===== src/rtl/tm1637_writer.sv =====
// TM1637 two-wire transmitter: frames handshaked bytes into START, LSB-first
// data bits with an ACK slot, and STOP, driving CLK and open-drain DIO.
module tm1637_writer #(
    parameter int unsigned CLK_DIV = 250
) (
    input  logic       clock,
    input  logic       reset,
    input  logic       cmd_valid,
    input  logic [7:0] cmd_data,
    input  logic       cmd_last,
    output logic       cmd_ready,
    output logic       busy,
    output logic       done,
    output logic       ack_err,
    output logic       tm_clk,
    output logic       tm_dio_oe,
    input  logic       tm_dio_in
);

    localparam int unsigned TW = (CLK_DIV > 2) ? $clog2(CLK_DIV) : 1;

    typedef enum logic [3:0] {
        S_IDLE,
        S_START,
        S_BIT_LO,
        S_BIT_HI,
        S_ACK_LO,
        S_ACK_HI,
        S_WAIT,
        S_STOP_LO,
        S_STOP_HI,
        S_STOP_REL
    } state_t;

    state_t        r_state;
    state_t        w_state_nx;
    logic [TW-1:0] r_tick;
    logic [2:0]    r_bit;
    logic [2:0]    w_bit_nx;
    logic [7:0]    r_shift;
    logic [7:0]    w_shift_nx;
    logic          r_last;
    logic          w_last_nx;
    logic          w_tick_end;
    logic          w_accept;
    logic          w_clk_nx;
    logic          w_oe_nx;

    assign w_tick_end = (r_tick == TW'(CLK_DIV - 1));
    assign w_accept   = cmd_valid & cmd_ready;

    always_comb begin
        w_state_nx = r_state;
        w_bit_nx   = r_bit;
        w_shift_nx = r_shift;
        w_last_nx  = r_last;

        case (r_state)
            S_IDLE: begin
                if (w_accept) begin
                    w_state_nx = S_START;
                    w_shift_nx = cmd_data;
                    w_last_nx  = cmd_last;
                    w_bit_nx   = '0;
                end
            end
            S_START: begin
                if (w_tick_end) begin
                    w_state_nx = S_BIT_LO;
                    w_bit_nx   = '0;
                end
            end
            S_BIT_LO: begin
                if (w_tick_end) w_state_nx = S_BIT_HI;
            end
            S_BIT_HI: begin
                if (w_tick_end) begin
                    w_shift_nx = {1'b0, r_shift[7:1]};
                    if (r_bit == 3'd7) begin
                        w_state_nx = S_ACK_LO;
                    end else begin
                        w_state_nx = S_BIT_LO;
                        w_bit_nx   = r_bit + 3'd1;
                    end
                end
            end
            S_ACK_LO: begin
                if (w_tick_end) w_state_nx = S_ACK_HI;
            end
            S_ACK_HI: begin
                if (w_tick_end) w_state_nx = r_last ? S_STOP_LO : S_WAIT;
            end
            S_WAIT: begin
                if (w_accept) begin
                    w_state_nx = S_BIT_LO;
                    w_shift_nx = cmd_data;
                    w_last_nx  = cmd_last;
                    w_bit_nx   = '0;
                end
            end
            S_STOP_LO: begin
                if (w_tick_end) w_state_nx = S_STOP_HI;
            end
            S_STOP_HI: begin
                if (w_tick_end) w_state_nx = S_STOP_REL;
            end
            S_STOP_REL: begin
                if (w_tick_end) w_state_nx = S_IDLE;
            end
            default: w_state_nx = S_IDLE;
        endcase

        // Pin levels are decoded from the next state so the registered pins
        // change on the same edge as the state itself.
        w_clk_nx = 1'b1;
        w_oe_nx  = 1'b0;
        case (w_state_nx)
            S_IDLE:     begin w_clk_nx = 1'b1; w_oe_nx = 1'b0;           end
            S_START:    begin w_clk_nx = 1'b1; w_oe_nx = 1'b1;           end
            S_BIT_LO:   begin w_clk_nx = 1'b0; w_oe_nx = ~w_shift_nx[0]; end
            S_BIT_HI:   begin w_clk_nx = 1'b1; w_oe_nx = ~w_shift_nx[0]; end
            S_ACK_LO:   begin w_clk_nx = 1'b0; w_oe_nx = 1'b0;           end
            S_ACK_HI:   begin w_clk_nx = 1'b1; w_oe_nx = 1'b0;           end
            S_WAIT:     begin w_clk_nx = 1'b0; w_oe_nx = 1'b0;           end
            S_STOP_LO:  begin w_clk_nx = 1'b0; w_oe_nx = 1'b1;           end
            S_STOP_HI:  begin w_clk_nx = 1'b1; w_oe_nx = 1'b1;           end
            S_STOP_REL: begin w_clk_nx = 1'b1; w_oe_nx = 1'b0;           end
            default:    begin w_clk_nx = 1'b1; w_oe_nx = 1'b0;           end
        endcase
    end

    always_ff @(posedge clock) begin
        if (reset) begin
            r_state   <= S_IDLE;
            r_tick    <= '0;
            r_bit     <= '0;
            r_shift   <= '0;
            r_last    <= 1'b0;
            tm_clk    <= 1'b1;
            tm_dio_oe <= 1'b0;
            cmd_ready <= 1'b0;
            busy      <= 1'b0;
            done      <= 1'b0;
            ack_err   <= 1'b0;
        end else begin
            r_state <= w_state_nx;
            r_bit   <= w_bit_nx;
            r_shift <= w_shift_nx;
            r_last  <= w_last_nx;

            if (w_state_nx != r_state) begin
                r_tick <= '0;
            end else if (r_state != S_IDLE && r_state != S_WAIT) begin
                r_tick <= r_tick + 1'b1;
            end

            tm_clk    <= w_clk_nx;
            tm_dio_oe <= w_oe_nx;
            cmd_ready <= (w_state_nx == S_IDLE) || (w_state_nx == S_WAIT);
            busy      <= (w_state_nx != S_IDLE);
            done      <= (r_state == S_STOP_REL) && w_tick_end;
            ack_err   <= (r_state == S_ACK_HI) && w_tick_end && tm_dio_in;
        end
    end

endmodule

===== config.mk =====
export PLATFORM = sky130hd
export DESIGN_NAME = tm1637_writer
export DESIGN_NICKNAME = d
export VERILOG_FILES = /design/src/rtl/tm1637_writer.sv
export SDC_FILE = /design/constraint.sdc
export NUM_CORES = 1
export LEC_CHECK = 0
export ABC_AREA = 0
export BUFFER_PORTS_ARGS = -buffer_cell sky130_fd_sc_hd__buf_4
export CAP_MARGIN = 20
export CORE_MARGIN = 1
export CORE_UTILIZATION = 35
export CTS_CLUSTER_SIZE = 28
export DETAILED_ROUTE_END_ITERATION = 8
export GPL_TIMING_DRIVEN = 0
export HOLD_SLACK_MARGIN = 0.06
export PLACE_DENSITY = 0.55
export SLEW_MARGIN = 40
export SYNTH_ARGS = -nofsm -noshare
export SYNTH_HDL_FRONTEND = slang
export SYNTH_SLANG_ARGS = --single-unit

===== constraint.sdc =====
create_clock -name clock -period 2.1 [get_ports clock]
set_input_delay 0.315 -clock clock [delete_from_list [all_inputs] [get_ports clock]]
set_output_delay 0.315 -clock clock [all_outputs]
set_load 0.1 [all_outputs]

* Yosys cells after proc, flatten, opt, wreduce, memory -nomap -nowiden *
Cells that the tools add are included.

word-level totals
  flip-flop bits (word level) = 30
  bits of input ports = 13
  output and inout bits = 6
  word-level logic and storage cells = 82

cells by class
  $add $sub $neg = 2
  equal/unequal tests = 24
  multiplexer cells = 23
  bitwise gates (word level) = 2
  reduce and logical (&&, ||, !) cells = 19

operators with widths
  operator             count
  $mux 4               10
  $pmux 4 s10          1
  $eq 4x3->1 const B   7
  $eq 4x2->1 const B   4
  $mux 8               2
  $pmux 8 s2           1
  $mux 3               5
  $eq 4x4->1 const B   3
  $pmux 3 s3           1
  $add 8x1->8 const B  1
  $eq 4x1->1 const B   2
  $eq 8x8->1 const B   1
  $logic_not 4->1      2
  $reduce_bool 4->1    2
  $ne 2x2->1 const B   3
  $reduce_or 2->1      3
  $reduce_and 5->1     1
  $logic_and 1x1->1    4
  $ne 4x3->1 const B   1
  $ne 4x4->1           1
  $reduce_or 4->1      1
  $add 3x1->3 const B  1
  $eq 3x3->1 const B   1
  $reduce_and 3->1     1
  other kinds (10)     11

* Depth between registers and ports, before layout *
Gate-level depths: netlist of run 1.

  depth in word-level cells = 7
  depth in mapped cells = 9
  depth with buffers taken out = 8

* Least setup slack after synthesis of run 1 *
No wires, ideal clock.

  path kind = register -> register
  start = register cmd_ready
  end = register tm_dio_oe
  library setup time = 0.122 ns
  arrival = 2.016 ns
  setup slack = -0.038 ns
  cell stages (with the launch flop) = 7
  clock period less this slack = 2.138 ns
  path through = dfxtp_1 > nand2_1 > nor3_1 > a31oi_1 > and2_1 > buf_6 > a221o_1

between the ends
  longest elaborated chain between the ends = 6

ends and longest elaborated chain
  what                                                          line    source
  from (decl)                                                   11      output logic cmd_ready,
  from (signal assigned)                                        159     cmd_ready <= (w_state_nx == S_IDLE) || (w_state_nx == S_WAIT);
  $and 1x1->1 (*)                                               50      assign w_accept = cmd_valid & cmd_ready;
  $mux 4, on equally long branches                              94, 60
  $pmux 4 s10                                                   58      case (r_state)
  $eq 4x4->1, or another cell as far along                      117     case (w_state_nx)
  $reduce_or 3->1 (no line) or $reduce_or 2->1 (tied branches)  n/a
  $pmux 1 s2 (*)                                                117
  to (signal assigned)                                          158     tm_dio_oe <= w_oe_nx;
  to (decl)                                                     16      output logic tm_dio_oe,

Every way passes the cells marked *; elsewhere a longest branch is shown, timed or not. The select of a mux whose other input is x is not followed.
A chain may end at the register's enable or synchronous reset.

* Final worst setup path of run 1 *
  start = register r_tick[0]
  end = register tm_dio_oe

between the ends
  longest elaborated chain between the ends = 6

ends and longest elaborated chain
  what                                                          line  source
  from (decl)                                                   37    logic [TW-1:0] r_tick;
  from (signal assigned)                                        154   r_tick <= r_tick + 1'b1;
  $eq 8x8->1 (*)                                                49    assign w_tick_end = (r_tick == TW'(CLK_DIV - 1));
  $mux 4, or another cell as far along                          108   if (w_tick_end) w_state_nx = S_IDLE;
  $pmux 4 s10                                                   58
  $eq 4x4->1, or another cell as far along                      117
  $reduce_or 3->1 (no line) or $reduce_or 2->1 (tied branches)  n/a
  $pmux 1 s2 (*)                                                117

Marks and branches as above.

==> key figures, run 1 <==
Run status
  • Result of the run: finished, final reports clean

Layout
  • Utilization after layout: 0.465
  • Share of layout cells above drive strength 1: 0.293
  • Filler instances: 418
  • Synth-to-Final Area Change: 26.1%
  • Storage element area: 604 um^2
  • Final Cell Area: 1870 um^2
  • Number of antenna cells inserted: 0
  • Post-layout nets: 215
  • Area taken by multi-input logic gates: 872 um^2

Power and ir drop
  • Maximum VDD drop: 0.383 mV
  • P_sw: 0.000328 W
  • Total power consumption of the routed design: 0.00137 W
  • Power density cells: 733 nW/um^2
  • Power share of the sequential group: 0.439
  • Leak pwr: 0.728 nW
  • Switching portion of total power: 0.239
  • Clk pwr share: 0.421
  • Design internal power: 0.00104 W
  • Combinational cell fraction of total power: 0.140

Place
  • Number of buffers added on ports: 18
  • Detailed Place HPWL: 2.46 mm
  • Placed standard-cell area: 1680 um^2
  • Last weighted congestion value of the routability-driven placer: 0.849
  • Worst slack at placement: -0.0866 ns

Global routing
  • First-pass GRT wire length: 5.49 mm
  • Number of global-route vias before repair: 1261
  • Maximum number of pins on one net before global-route repair: 11
  • GRT Residual Overflow: 0
  • Number of antenna violations at the first check in global routing: 0
  • Global-route usage over all layers: 0.167

Synthesis
  • Multiplexer share of the synthesized area: 0.0270
  • Dominant combinational cell family by area after synthesis: simple AND/OR/NAND/NOR gates
  • Share of flip-flops with an asynchronous set or reset: 0
  • Predominant post-synthesis flop cell: dfxtp_1
  • Total nets after synthesis: 187
  • Simple-gate portion of the synthesized area: 0.262
  • Post-synthesis share of cell area spent on full adders, half adders and majority gates: 0.0337
  • Register bit total from synthesis: 30
  • XOR/XNOR share of the synthesized area: 0.0472
  • Complex-gate fraction of the synthesized area: 0.184
  • Distinct cell type count of the synthesized netlist: 46
  • Syn avg cell area: 8.73 um^2
  • Count of flip-flops with a built-in enable after synthesis: 0
  • Sequential element share of the synthesized area: 0.405
  • Yosys synthesis warning count: 0
  • Cell count after synthesis: 170
  • Mapped cell area: 1480 um^2

STA
  • Final Hold Viols: 0
  • Unrepaired setup endpoints after global routing: no
  • Count of final max-slew check failures: 0
  • Achievable frequency: 498 MHz
  • Slew at the pin closest to its max-slew limit: 0.437 ns
  • # setup viols final: 0
  • Max_slew headroom: 0.709
  • Hold slack final: 0.258 ns
  • Final setup skew: 0.00713 ns
  • Post-layout minimum cycle time: 2.01 ns
  • Setup ws final: 0.0912 ns
  • Final Cycle Share: 0.957

Run
  • Max cap viols: 0

Route
  • DR top layer: met3
  • Wire length per cell: 13.7 um
  • Detailed Route WL: 3.39 mm
  • Total length of routed met3 wires: 150 um
  • First-pass DRT Iterations: 4
  • Antenna-violating nets left: 0
  • Post-route DRC: 0
  • Via-to-Cell Ratio: 5.44
  • Met2 routed WL: 1.75 mm
  • Vias after detailed routing: 1350
  • Post-route met1 wirelength: 1.49 mm
  • DRC violation total after the first TritonRoute iteration: 101

Clocking
  • Clock-pin slew on the worst setup and hold paths: 0.06 ns
  • CTS hold repair buffers: 0
  • Clock latency of the later-clocked register in the worst-skew pair: 0.27 ns
  • Clock tree from TritonCTS: yes
  • Longest Clk Path Bufs: 2
  • Root cell of the clock tree: clkbuf_8
  • Clock sink total: 30
  • Number of buffers created by CTS: 5
  • H-tree levels: 2

Floorplanning
  • Core Area: 4030 um^2
  • Floorplan die area: 4500 um^2
  • Vertical die dimension: 67.1 um
  • Top-level port count: 19
  • Number of placement rows: 23
  • Initial Util: 0.368
  • Chip Width: 67.1 um

Setup path
  • Crit path kind: flop to flop
  • Peak fanout along the critical path: 7
  • Data arrival time of the critical path: 2.18 ns
  • Category of the worst setup path capture point: flop
  • Required time of the critical path: 2.27 ns
  • Startpoint types: flop

Worst hold path
  • Tightest Hold Check Type: primary input to flop
[final cells by class]
| type | instances | share of cell area |
|---|---|---|
| multi-input combinational | 127 | 0.466 |
| sequential | 30 | 0.323 |
| buffer | 8 | 0.0234 |
| timing repair buffer | 21 | 0.0842 |
| clock buffer | 6 | 0.0441 |
| clock inverter | 1 | 0.0160 |
| tap | 50 | 0.0334 |
| inverter | 5 | 0.0100 |
[power groups by stage]
stage	Combinational (W)	Clock, W	Sequential (W)
2_1_floorplan	0.0000887	0	0.000649
3_3_place_gp	0.000175	0	0.000614
3_5_place_dp	0.000177	0	0.000614
4_1_cts	0.000179	0.000595	0.000602
5_1_grt	0.000209	0.000624	0.000603
6_report	0.000192	0.000578	0.000603
[synth_stat cells (3+ instances only)]
| cell type | count | area share |
|---|---|---|
| a21oi_1 | 6 | 0.020 |
| nor2_1 | 29 | 0.073 |
| or3_1 | 3 | 0.013 |
| xor2_1 | 5 | 0.030 |
| nor3_1 | 6 | 0.020 |
| nor2b_1 | 3 | 0.013 |
| dfxtp_1 | 30 | 0.40 |
| buf_2 | 4 | 0.013 |
| mux2i_1 | 4 | 0.027 |
| nand2_1 | 10 | 0.025 |
| nand3_1 | 6 | 0.020 |
| a222oi_1 | 6 | 0.040 |
| clkbuf_1 | 3 | 0.0076 |
| inv_1 | 5 | 0.013 |
| ha_1 | 4 | 0.034 |
| xnor2_1 | 3 | 0.018 |
| o21ai_0 | 5 | 0.017 |
| nand4_1 | 3 | 0.013 |
[cells in the final DEF (no fill, tap or decap), drive strengths merged, types with 3 or more instances in the layout]
cell | netlist | layout
xor2 | 5 | 5
a21o | 3 | 3
nor2 | 30 | 30
nor2b | 3 | 3
a222oi | 6 | 6
mux2i | 4 | 4
clkbuf | 3 | 9
nand3 | 7 | 7
or3 | 3 | 3
nor3 | 6 | 6
nand4 | 4 | 4
a21oi | 6 | 6
nand2 | 10 | 10
buf | 5 | 26
inv | 5 | 5
dfxtp | 30 | 30
xnor2 | 3 | 3
o21ai | 5 | 5
ha | 4 | 4
a221o | 3 | 3
[worst paths after layout]
kind / slack [ns] / cells past startpoint / from / to
setup / recovery: 0.09 / 7 / r_tick[0] / tm_dio_oe
hold / removal: 0.26 / 2 / reset / r_state[3]
setup reg to reg: 0.09 / 7 / r_tick[0] / tm_dio_oe
hold reg to reg: 0.47 / 2 / r_shift[7] / r_shift[7]
[cell families (layout without fill, tap and decap cells)]
logic type | after synthesis | count (layout)
simple gates | 75 | 75
compound gates | 36 | 36
flops | 30 | 30
buf+inv | 13 | 41
xor+xnor | 8 | 8
fa+ha+maj | 4 | 4
mux | 4 | 4
[per-layer routing]
metal  vias up  global-route usage
li1        674                   -
met1       648               0.199
met2        28               0.281
met3         0              0.0514
met4         0              0.0559
met5         -                   0
[sequential cells by signal, summed over array words and instances (netlist names)]
register	count
r_shift	8
r_tick	8
r_state	4
r_bit	3
ack_err	1
busy	1
cmd_ready	1
done	1
r_last	1
tm_clk	1
tm_dio_oe	1
[critical path, cell delays in order (launching register included)]
cell and delay [ns]:
dfxtp_2 0.36, ha_2 0.18, nand3b_1 0.13, or2_4 0.32
a221o_1 0.31, and2_4 0.17, buf_6 0.12, a221o_1 0.30
[per-stage QoR]
stage,std cells,TNS [ns]
global placement,238,-0.0484
CTS,245,0
finish,248,0
global route,248,0
detailed placement,238,-0.0866
floorplan,170,0
[repair_timing]
action | in CTS | in global routing
setup buffers | 0 | 3
endpoints found under the setup margin | 1 | 13
gates resized for setup | 2 | 15
pin swaps | 0 | 2
Power figures use the tool's default switching activity.
==> run 2: changes to the inputs <==
--- a/config.mk
+++ b/config.mk
@@ -9,12 +9,12 @@
 export BUFFER_PORTS_ARGS = -buffer_cell sky130_fd_sc_hd__buf_4
 export CAP_MARGIN = 20
 export CORE_MARGIN = 1
-export CORE_UTILIZATION = 35
+export CORE_UTILIZATION = 52
 export CTS_CLUSTER_SIZE = 28
 export DETAILED_ROUTE_END_ITERATION = 8
 export GPL_TIMING_DRIVEN = 0
 export HOLD_SLACK_MARGIN = 0.06
-export PLACE_DENSITY = 0.55
+export PLACE_DENSITY = 0.75
 export SLEW_MARGIN = 40
 export SYNTH_ARGS = -nofsm -noshare
 export SYNTH_HDL_FRONTEND = slang
==> run 2 against run 1 <==
Compared with the run above:
- worst hold slack got worse by 0.058 ns
- sequential cell count unchanged
- global-route usage increased by 7.1 points
- routed wire length decreased by 2.4%
- clock power decreased by 46%
- via count decreased by 0.44%
- setup slack got worse by 0.078 ns
- first-iteration DRC count decreased by 34%
- die area decreased by 32%
- critical path depth unchanged
- critical endpoint unchanged
- largest cell class unchanged
==> key figures, run 2 (synthesis results as in run 1) <==
Route
  • Post-route DRC: 0 (unchanged)
  • Antenna-violating nets left: 0 (unchanged)
  • DRC violation total after the first TritonRoute iteration: 67 (-34%)
  • Vias after detailed routing: 1344 (-0.44%)
  • Detailed Route WL: 3.31 mm (-2.4%)
  • Wire length per cell: 14.5 um (+6.1%)
  • First-pass DRT Iterations: 6 (+2)
  • Via-to-Cell Ratio: 5.89 (+8.3%)

Clocking
  • H-tree levels: 2 (unchanged)
  • Clock-pin slew on the worst setup and hold paths: 0.10 ns (+0.04 ns)
  • Clock latency of the later-clocked register in the worst-skew pair: 0.33 ns (+0.06 ns)
  • Clock sink total: 30 (unchanged)
  • Longest Clk Path Bufs: 2 (unchanged)
  • CTS hold repair buffers: 0 (unchanged)
  • Root cell of the clock tree: clkbuf_4
  • Number of buffers created by CTS: 5 (unchanged)
  • Clock tree from TritonCTS: yes

Layout
  • Final Instance Count excl. Fillers: 228 (-8.1%)
  • Storage element area: 604 um^2 (unchanged)
  • Final Cell Area: 1750 um^2 (-6.6%)
  • Area taken by multi-input logic gates: 847 um^2 (-2.9%)
  • Synth-to-Final Area Change: 17.8%
  • Post-layout nets: 214 (-0.47%)
  • Most common cell after layout, fill and taps aside: nor2_1
  • Number of antenna cells inserted: 0 (unchanged)
  • Filler instances: 247 (-41%)
  • Commonest cells after routing, fill and taps aside: 28 x nor2_1, 27 x dfxtp_1, 20 x buf_4
  • Share of layout cells above drive strength 1: 0.259 (-0.0340)
  • Top flop regs: r_shift (8), r_tick (8), r_state (4)

STA
  • Slew at the pin closest to its max-slew limit: 0.457 ns (+0.0196 ns)
  • Final setup skew: 0.0153 ns (+0.00818 ns)
  • Unrepaired setup endpoints after global routing: yes
  • Final Hold Viols: 0 (unchanged)
  • # setup viols final: 0 (unchanged)
  • Achievable frequency: 479 MHz (-3.7%)
  • Max_slew headroom: 0.695 (-0.0131)
  • Hold slack final: 0.200 ns (-0.0580 ns)
  • Final Cycle Share: 0.994 (+0.0370)
  • Post-layout minimum cycle time: 2.09 ns (+0.0778 ns)
  • Count of final max-slew check failures: 0 (unchanged)

Global routing
  • Number of antenna violations at the first check in global routing: 0 (unchanged)
  • Maximum number of pins on one net before global-route repair: 11 (unchanged)
  • Number of global-route vias before repair: 1331 (+5.6%)
  • First-pass GRT wire length: 5.70 mm (+3.8%)
  • GRT Residual Overflow: 0 (unchanged)
  • Global-route usage over all layers: 0.238 (+0.0715)

Run
  • Max cap viols: 0 (unchanged)

Setup path
  • Required time of the critical path: 2.32 ns (+0.05 ns)
  • Peak fanout along the critical path: 7 (unchanged)
  • Category of the worst setup path capture point: flop
  • Crit path kind: flop to flop
  • Startpoint types: flop
  • Data arrival time of the critical path: 2.31 ns (+0.13 ns)

Power and ir drop
  • Leak pwr: 0.696 nW (-4.4%)
  • Power density cells: 631 nW/um^2 (-14%)
  • Maximum VDD drop: 0.607 mV (+58%)

Place
  • Placed instance count: 219 (-8.0%)
  • Placed standard-cell area: 1660 um^2 (-1.4%)
  • Number of buffers added on ports: 18 (unchanged)
  • Last weighted congestion value of the routability-driven placer: 0.866 (+2.0%)
  • Detailed Place HPWL: 2.39 mm (-3.1%)

Floorplanning
  • Initial Util: 0.543 (+0.174)
  • Number of placement rows: 19 (-17%)
  • Floorplan die area: 3070 um^2 (-32%)
  • Vertical die dimension: 55.4 um (-17%)
  • Top-level port count: 19 (unchanged)
  • Chip Width: 55.4 um (-17%)
  • Core Area: 2730 um^2 (-32%)

Worst hold path
  • Tightest Hold Check Type: primary input to flop

Run status
  • Result of the run: finished, final reports clean
-- run 2: cell types whose count changed in the layout (fill, tap and decap cells not counted), sizes merged --
cell / delta
bufinv: -1
buf: -1
clkbuf: +1
-- run 2: final timing paths --
| check | slack, ns | depth (start not counted) | endpoint | startpoint |
|---|---|---|---|---|
| worst max-delay path | 0.01 | 7 | tm_dio_oe | r_tick[0] |
| worst min-delay path | 0.20 | 2 | r_state[3] | reset |
| worst max register to register | 0.01 | 7 | tm_dio_oe | r_tick[0] |
| worst min register to register | 0.47 | 2 | r_shift[7] | r_shift[7] |
-- run 2: report_power, final --
group	switching [W]	internal, W	leakage (nW)
logic	0.000116	0.0000734	0.426
clock network	0.000187	0.000126	0.0254
registers	0.0000128	0.000589	0.244
total	0.000316	0.000788	0.696
-- run 2: per-stage QoR --
step / worst slack (ns) / setup TNS, ns / util / total power (W)
2_1_floorplan: 0.200 / 0 / - / 0.000738
4_1_cts: 0.00953 / 0 / 0.634 / 0.00111
3_5_place_dp: -0.0608 / -0.0608 / 0.607 / 0.000790
6_report: 0.0135 / 0 / 0.639 / 0.00110
5_1_grt: -0.0720 / -0.0720 / 0.639 / 0.00115
3_3_place_gp: -0.0164 / -0.0164 / 0.607 / 0.000785
-- run 2: what timing repair did --
item                       in CTS  in global routing
buffers inserted                2                  0
gates resized for setup         4                  7
setup endpoints to repair       2                  9
pin swaps                       1                  1
-- run 2: layer usage --
| metal | wire length, um | part of all wire | up-vias | track usage |
|---|---|---|---|---|
| li1 | - | - | 676 | - |
| met1 | 1460 | 0.44 | 626 | 0.279 |
| met2 | 1630 | 0.49 | 36 | 0.401 |
| met3 | 171 | 0.052 | 6 | 0.0703 |
| met4 | 52 | 0.016 | 0 | 0.107 |
| met5 | 0 | 0 | - | 0 |
-- run 2: critical path, stage by stage (launching register included) --
cell      delay, ns
dfxtp_2        0.37
ha_1           0.19
nand3b_1       0.18
or2_4          0.31
a221o_1        0.30
and2_1         0.18
buf_6          0.13
a221o_1        0.33
-- run 2: area by class of cell --
cell class,instances,share of cell area
multi-input combinational,127,0.485
buffer,8,0.0251
sequential,30,0.346
clock buffer,7,0.0258
timing repair buffer,20,0.0859
inverter,5,0.0107
tap,31,0.0222
